===== src/rtl/mux_pkg.sv =====
// Shared definitions for the mux family: select-mode encodings and a width
// helper that never returns zero.
package mux_pkg;

  localparam logic MODE_MANUAL = 1'b0;
  localparam logic MODE_AUTO   = 1'b1;

  // $clog2 gives 0 for n <= 1, which would make a zero-width vector.
  function automatic int clog2_min1(input int n);
    return (n <= 1) ? 1 : $clog2(n);
  endfunction

endpackage


===== src/rtl/chan_scan_mux_dwell_timer.sv =====
// Dwell counter for the auto-scan mux: counts 0..DWELL-1 while enabled and
// flags the last cycle of each dwell period.
module dwell_timer
  import mux_pkg::*;
#(
  parameter int DWELL = 50_000_000
) (
  input  logic clk,
  input  logic rst_n,
  input  logic en,
  input  logic clr,
  output logic tc
);

  localparam int                CNT_W   = clog2_min1(DWELL);
  localparam logic [CNT_W-1:0]  CNT_MAX = CNT_W'(DWELL - 1);

  logic [CNT_W-1:0] cnt_q, cnt_d;

  assign tc = en && (cnt_q == CNT_MAX);

  // NOTE: default assignment first so every path drives cnt_d and no latch is inferred.
  always_comb begin
    cnt_d = cnt_q;
    if (clr || tc) begin
      cnt_d = '0;
    end else if (en) begin
      cnt_d = cnt_q + 1'b1;
    end
  end

  // NOTE: state registers use non-blocking assignments so every flop samples pre-edge values.
  always_ff @(posedge clk or negedge rst_n) begin
    if (!rst_n) begin
      cnt_q <= '0;
    end else begin
      cnt_q <= cnt_d;
    end
  end

endmodule


===== src/rtl/chan_scan_mux.sv =====
// N-channel registered mux with manual select, dwell-timed round-robin scan,
// a hold control and a one-cycle select-change strobe.
module chan_scan_mux
  import mux_pkg::*;
#(
  parameter  int CHANNELS = 4,
  parameter  int WIDTH    = 1,
  parameter  int DWELL    = 50_000_000,
  localparam int SEL_W    = $clog2(CHANNELS)
) (
  input  logic                      clk,
  input  logic                      rst_n,
  input  logic [CHANNELS*WIDTH-1:0] din,
  input  logic                      mode,
  input  logic [SEL_W-1:0]          sel_in,
  input  logic                      hold,
  output logic [WIDTH-1:0]          y,
  output logic [SEL_W-1:0]          sel_out,
  output logic                      sel_change
);

  localparam logic [SEL_W-1:0] SEL_MAX = SEL_W'(CHANNELS - 1);

  logic             mode_q;
  logic [SEL_W-1:0] sel_q, sel_d;
  logic [WIDTH-1:0] y_q;
  logic             sel_change_q;
  logic             mode_changed;
  logic             timer_en, timer_clr, timer_tc;

  assign mode_changed = (mode != mode_q);
  // A mode edge restarts the dwell so a fresh scan gets a full period.
  assign timer_en     = !hold && (mode == MODE_AUTO) && !mode_changed;
  assign timer_clr    = !hold && ((mode == MODE_MANUAL) || mode_changed);

  dwell_timer #(
    .DWELL (DWELL)
  ) u_dwell_timer (
    .clk   (clk),
    .rst_n (rst_n),
    .en    (timer_en),
    .clr   (timer_clr),
    .tc    (timer_tc)
  );

  always_comb begin
    sel_d = sel_q;
    if (!hold) begin
      if (mode == MODE_MANUAL) begin
        // Out-of-range codes are ignored so sel never holds a missing channel.
        if (32'(sel_in) < CHANNELS) begin
          sel_d = sel_in;
        end
      end else if (timer_tc) begin
        sel_d = (sel_q == SEL_MAX) ? '0 : sel_q + 1'b1;
      end
    end
  end

  always_ff @(posedge clk or negedge rst_n) begin
    if (!rst_n) begin
      mode_q       <= MODE_MANUAL;
      sel_q        <= '0;
      y_q          <= '0;
      sel_change_q <= 1'b0;
    end else begin
      mode_q       <= mode;
      sel_q        <= sel_d;
      y_q          <= din[int'(sel_q)*WIDTH +: WIDTH];
      sel_change_q <= (sel_d != sel_q);
    end
  end

  assign y          = y_q;
  assign sel_out    = sel_q;
  assign sel_change = sel_change_q;

endmodule


===== config.mk =====
export PLATFORM = sky130hd
export DESIGN_NAME = chan_scan_mux
export DESIGN_NICKNAME = d
export VERILOG_FILES = /design/src/rtl/mux_pkg.sv /design/src/rtl/chan_scan_mux_dwell_timer.sv /design/src/rtl/chan_scan_mux.sv
export SDC_FILE = /design/constraint.sdc
export NUM_CORES = 1
export LEC_CHECK = 0
export ABC_AREA = 1
export CORE_MARGIN = 2
export CORE_UTILIZATION = 62
export CTS_CLUSTER_SIZE = 14
export DETAILED_ROUTE_END_ITERATION = 10
export GPL_ROUTABILITY_DRIVEN = 0
export PLACE_DENSITY_LB_ADDON = 0.2
export SLEW_MARGIN = 20
export SYNTH_ARGS = -nofsm -noshare
export SYNTH_HDL_FRONTEND = slang
export SYNTH_SLANG_ARGS = --single-unit
export TNS_END_PERCENT = 30

===== constraint.sdc =====
create_clock -name clk -period 2.8 [get_ports clk]
set_input_delay 0.56 -clock clk [delete_from_list [all_inputs] [get_ports clk]]
set_output_delay 0.56 -clock clk [all_outputs]
set_load 0.1 [all_outputs]

---- Word-level counts from Yosys, hierarchy flattened ----
Cells that the tools add are included.
storage, ports and cells
  flip-flop bits (word level) ............. 31
  bits in latches ......................... 0
  logic and storage cells ................. 28
  memory bits (writable) .................. 0
  memories ................................ 0
  output and inout bits ................... 4
  memory bits (read-only) ................. 0
cells by class
  multipliers ............................. 0
  order comparisons ....................... 0
  multiplexer cells ....................... 6
  eq/ne operators ......................... 4
  shift operators ......................... 1
  bitwise gates (word level) .............. 1
  reduce and logical (&&, ||, !) cells .... 9
  $add $sub $neg .......................... 2
  divide/modulo/power cells ............... 0
operators with widths
  cell                                                             count
  26-bit 2-to-1 mux                                                2
  26-bit by 1-bit adder with 26-bit output, second input constant  1
  26-bit == test, second input constant                            1
  2-bit 2-to-1 mux                                                 4
  1-bit logical AND                                                4
  4-bit by 3-bit variable part select with 1-bit output            1
  2-bit by 1-bit adder with 2-bit output, second input constant    1
  2-bit == test, second input constant                             1
  1-bit zero test                                                  2
  1-bit logical OR                                                 2
  2-bit != test                                                    1
  2-bit nonzero test                                               1
  1-bit != test                                                    1
  1-bit inverter                                                   1

---- Longest topological paths before layout ----
  depth in word-level cells ............... 8
  depth in mapped cells ................... 13
  mapped depth without buffers ............ 13

---- Modules after synthesis ----
A second synthesis with hierarchy kept.
second synthesis, totals
  cells, all modules ...................... 327
  area, all modules ....................... 2163.3 µm²
by module, submodules not included
  module         area an instance (µm²)  cells an instance  times used  seq. area each (µm²)
  dwell_timer    1853.0                  284                1           650.6
  chan_scan_mux  310.3                   43                 1           125.1

---- Least setup slack after synthesis ----
No wires, ideal clock.
  path kind ............................... reg2reg
  start point ............................. reg sel_q[0], in the netlist sel_out[0]
  end point ............................... reg sel_change_q, in the netlist sel_change
  stages on the path, launching flop included .. 10
  setup slack ............................. 875 ps
  library setup time ...................... 117 ps
  period minus slack after synthesis ...... 1925 ps
  data required time ...................... 2683 ps
  data arrival time ....................... 1808 ps
  buffers on the path ..................... 0
  path through ............................ dfrtp_1 -> ha_1 -> inv_1 -> nand3_1 -> nand3_1 -> nand2_1 -> nand2_1 -> nand2_1 -> nand2_1 -> nand2_1
between the ends
  word-level cells in the longest chain between the ends .. 6
RTL lines
  item                                                                     line                 RTL
  start, declared                                                          chan_scan_mux.sv:25  logic [SEL_W-1:0] sel_q, sel_d;
  start signal, assigned                                                   chan_scan_mux.sv:68  sel_q <= sel_d;
  2-bit by 1-bit adder with 2-bit output or 2-bit == test (tied branches)  chan_scan_mux.sv:55  sel_d = (sel_q == SEL_MAX) ? '0 : sel_q + 1'b1;
  2-bit 2-to-1 mux                                                         chan_scan_mux.sv:55
  2-bit 2-to-1 mux                                                         chan_scan_mux.sv:54  end else if (timer_tc) begin
  2-bit 2-to-1 mux                                                         chan_scan_mux.sv:49  if (mode == MODE_MANUAL) begin
  2-bit 2-to-1 mux                                                         chan_scan_mux.sv:48  if (!hold) begin
  2-bit != test (*)                                                        chan_scan_mux.sv:70  sel_change_q <= (sel_d != sel_q);
  end signal, assigned                                                     chan_scan_mux.sv:70
  end, declared                                                            chan_scan_mux.sv:27  logic sel_change_q;
Mark *: on every way between the ends. The rest lies on a longest branch, timed or not.
A chain may end at the register's enable or synchronous reset.

---- Worst setup path in the final report ----
  start point ............................. in mode
  end point ............................... reg u_dwell_timer.cnt_q[5]
between the ends
  word-level cells in the longest chain between the ends .. 6
RTL lines
  item                                                     line                             RTL
  start, declared                                          chan_scan_mux.sv:14              input logic mode,
  1-bit != test                                            chan_scan_mux.sv:31              assign mode_changed = (mode != mode_q);
  1-bit zero test                                          chan_scan_mux.sv:33              assign timer_en = !hold && (mode == MODE_AUTO) && !mode_changed;
  1-bit logical AND                                        chan_scan_mux.sv:33
  1-bit logical AND                                        chan_scan_mux_dwell_timer.sv:20  assign tc = en && (cnt_q == CNT_MAX);
  1-bit logical OR                                         chan_scan_mux_dwell_timer.sv:25  if (clr || tc) begin
  26-bit 2-to-1 mux or 2-bit nonzero test (tied branches)  -
  end signal, assigned                                     chan_scan_mux_dwell_timer.sv:37  cnt_q <= cnt_d;
  end, declared                                            chan_scan_mux_dwell_timer.sv:18  logic [CNT_W-1:0] cnt_q, cnt_d;
Several ways; a longest one is shown, not always the timed one.

==> out/results.tsv <==
stage	metric	value	unit
final_layout	final_area	2024	µm²
critical_path	cpPeakStageDelay	0.43	ns
sta	worst_slew_pin_slew	0.4116	ns
power_and_ir_drop	power_density	445.4	nW/µm²
power_and_ir_drop	swShare	32.59	%
sta	setup-violations-final	0	
cts	cts_tree	built	
critical_path	slowest_stage	clkdlybuf4s50_1	
cts	worstSkewPairLatency	0.34	ns
sta	final-hold-violation-count	0	
cts	root_buffer	clkbuf_4	
sta	clock.fmax	453.4	MHz
sta	maxSlewViolCount	0	
critical_path	endpoint_kind	flip-flop	
logic_synthesis	syn_nets	255	
cts	path_clk_slew	0.09	ns
logic_synthesis	synth.avg_cell_area	7.585	µm²
final_layout	final_layout_size_suffix_gt1_share	14.94	%
global_routing	antenna_found_initial	0	
logic_synthesis	yosysUniqueCellTypes	29	
detailed_routing	final_antenna_net_count	0	
cts	ctsHoldBuffers	0	
run_status	outcome	complete, no violations	
power_and_ir_drop	power_frac_seq	53.5	%
hold_path	hold_path_class	flip-flop to flip-flop	
logic_synthesis	yosysSeqAreaShare	42.26	%
power_and_ir_drop	pwr-share-comb	20.4	%
power_and_ir_drop	p_clk_share	26.1	%
cts	cts_buffer_depth	2	
placement	placed_area	1983	µm²
detailed_routing	dr_total_vias	1599	
power_and_ir_drop	p_int	607.9	µW
run	maxCapViolCount	0	
detailed_routing	drt_iter0_drc	68	
logic_synthesis	synth_area	1836	µm²
sta	setup_tns	0	ns
detailed_routing	wirelength	3.697	mm
floorplan	fp.dieW	58.41	µm
final_layout	instances_no_fill	292	
placement	dp_hpwl	2.666	mm
power_and_ir_drop	power_switching	293.8	µW
critical_path	crit_path_start_kind	input pin	
sta	relSlewSlack	72.56	%
global_routing	grt_pass1_vias	1432	
detailed_routing	viasPerCell	5.476	
logic_synthesis	synth_warnings	0	
placement	place_inst	286	
critical_path	required	3.02	ns
global_routing	grt_max_degree	32	
final_layout	layout_commonest_cell	nand2_1	
final_layout	areaGrowthSynthToFinish	10.29	%
power_and_ir_drop	power.leakage	0.0009637	µW
floorplan	core	2781	µm²
floorplan	die_y	58.41	µm
logic_synthesis	synth_cells	242	
cts	cts_setup_buffers	0	
power_and_ir_drop	fin_total_pwr	901.7	µW
critical_path	worstPathMaxFanout	7	
detailed_routing	route.detailed.drc	0	
floorplan	start_util	65.99	%
detailed_routing	first_pass_iters	4	
floorplan	io_pins	14	
final_layout	antennaDiodeCount	0	
critical_path	arrival	2.42	ns
final_layout	final_nets	275	
placement	portBuffers	13	
power_and_ir_drop	peakVddDrop	0.5237	mV
cts	h-tree-depth	2	
sta	period_minus_slack	2.206	ns
final_layout	fin_util	72.78	%
sta	period_share	78.78	%
cts	cts_resized	0	
logic_synthesis	ys_seq_elements	31	
final_layout	final_cell_mix	60 x nand2_1, 31 x nor2_1, 31 x dfrtp_1	
global_routing	grt_pass1_wl	6.403	mm
sta	fin_skew	0.01060	ns
cts	cts_sinks	31	
detailed_routing	routedWlPerCell	12.66	µm
global_routing	grtUsageTotal	24.80	%
cts	cts_buffers	5	
sta	rsz0062_at_grt	false	
floorplan	rows	19	
critical_path	crit_chain	clkdlybuf4s50_1 -> ha_1 -> o22ai_2 -> buf_4 -> inv_2 -> nor2_2 -> nand3_1 -> o21ai_1 -> a21oi_1	
final_layout	fill_cells	241	
global_routing	grt-ovfl-total	0	
floorplan	dieArea	3412	µm²
critical_path	worstSetupPathType	input pin to flip-flop	
-- metal layers --
layer  up-vias  GRT usage, %  wire length, µm  part of all wire (%)
met3         6         7.473              207                   5.6
met5         -             0                0                     0
met4         0         6.977               53                   1.4
met2        40         39.65             1661                    45
met1       724         32.81             1776                    48
li1        829             -                -                     -
-- cells in the mapped netlist (all sizes together) --
library cell,instances,area (µm²)
o21ai,17,88.84
o22ai,2,18.77
o21bai,1,7.510
a211oi,1,7.510
a31oi,1,6.260
a21oi,18,90.09
nand3b,1,20.02
nor2,41,193.9
inv,29,108.9
nor3,7,56.31
ha,3,37.54
nand2,65,256.5
nand3,15,80.08
o21a,1,7.510
buf,3,33.78
dfrtp,31,775.7
xor2,1,8.760
nand4,5,37.53
-- worst paths after layout --
check,cells after the start,to,slack (ns),from
setup reg to reg,8,u_dwell_timer.cnt_q[5],0.93,mode_q
hold reg to reg,1,u_dwell_timer.cnt_q[25],0.50,u_dwell_timer.cnt_q[25]
setup / recovery,9,u_dwell_timer.cnt_q[5],0.59,mode
max in group asynchronous,2,u_dwell_timer.cnt_q[2],1.91,rst_n
min in group asynchronous,2,u_dwell_timer.cnt_q[13],0.60,rst_n
hold / removal,1,u_dwell_timer.cnt_q[25],0.50,u_dwell_timer.cnt_q[25]
-- final cells by class --
class / instances / area, µm² / area share (%)
well taps: 31 / 38.79 / 1.916
repair buffers: 16 / 142.6 / 7.046
multi-input cells: 179 / 917.1 / 45.30
flip-flops and latches: 31 / 775.7 / 38.32
clock buffers: 6 / 41.29 / 2.040
inverters: 29 / 108.9 / 5.377
-- power by group through the flow --
stage                     combinational (µW)  clock (µW)  sequential (µW)
after global routing                     200         253              484
after global placement                   183           0              489
after detailed placement                 185           0              490
final                                    184         236              482
after floorplan                         69.8           0              553
after CTS                                186         238              482
-- kinds of logic after synthesis --
| group | after synthesis | share of synthesized area, % |
|---|---|---|
| and+or+nand+nor | 134 | 35.11 |
| AOI/OAI and AO/OA | 41 | 12.34 |
| buffers and inverters | 32 | 7.771 |
| DFF | 31 | 42.26 |
| adders and majority gates | 3 | 2.045 |
| xor gates and xnor gates | 1 | 0.4773 |
-- registers in the layout, summed over array words and instances (netlist names) --
register	count
sel_out	2
mode_q	1
y	1
u_dwell_timer.cnt_q	26
sel_change	1
-- worst max-delay path, delay by kind of cell --
kind | cells | cell delay (ns)
AOI/OAI and AO/OA | 3 | 0.55
adders and majority gates | 1 | 0.36
buffers and inverters | 3 | 0.70
and+or+nand+nor | 2 | 0.24
-- per-stage QoR --
| step | hold WS (ns) | worst slack [ns] |
|---|---|---|
| finish | 0.4982 | 0.5942 |
| detailed placement | 0.4846 | 0.2529 |
| global route | 0.5246 | 0.4230 |
| CTS | 0.4974 | 0.6011 |
| global placement | 0.4630 | 0.2976 |
| floorplan | 0.2644 | 0.8747 |
(Power assumes the default switching activity.)
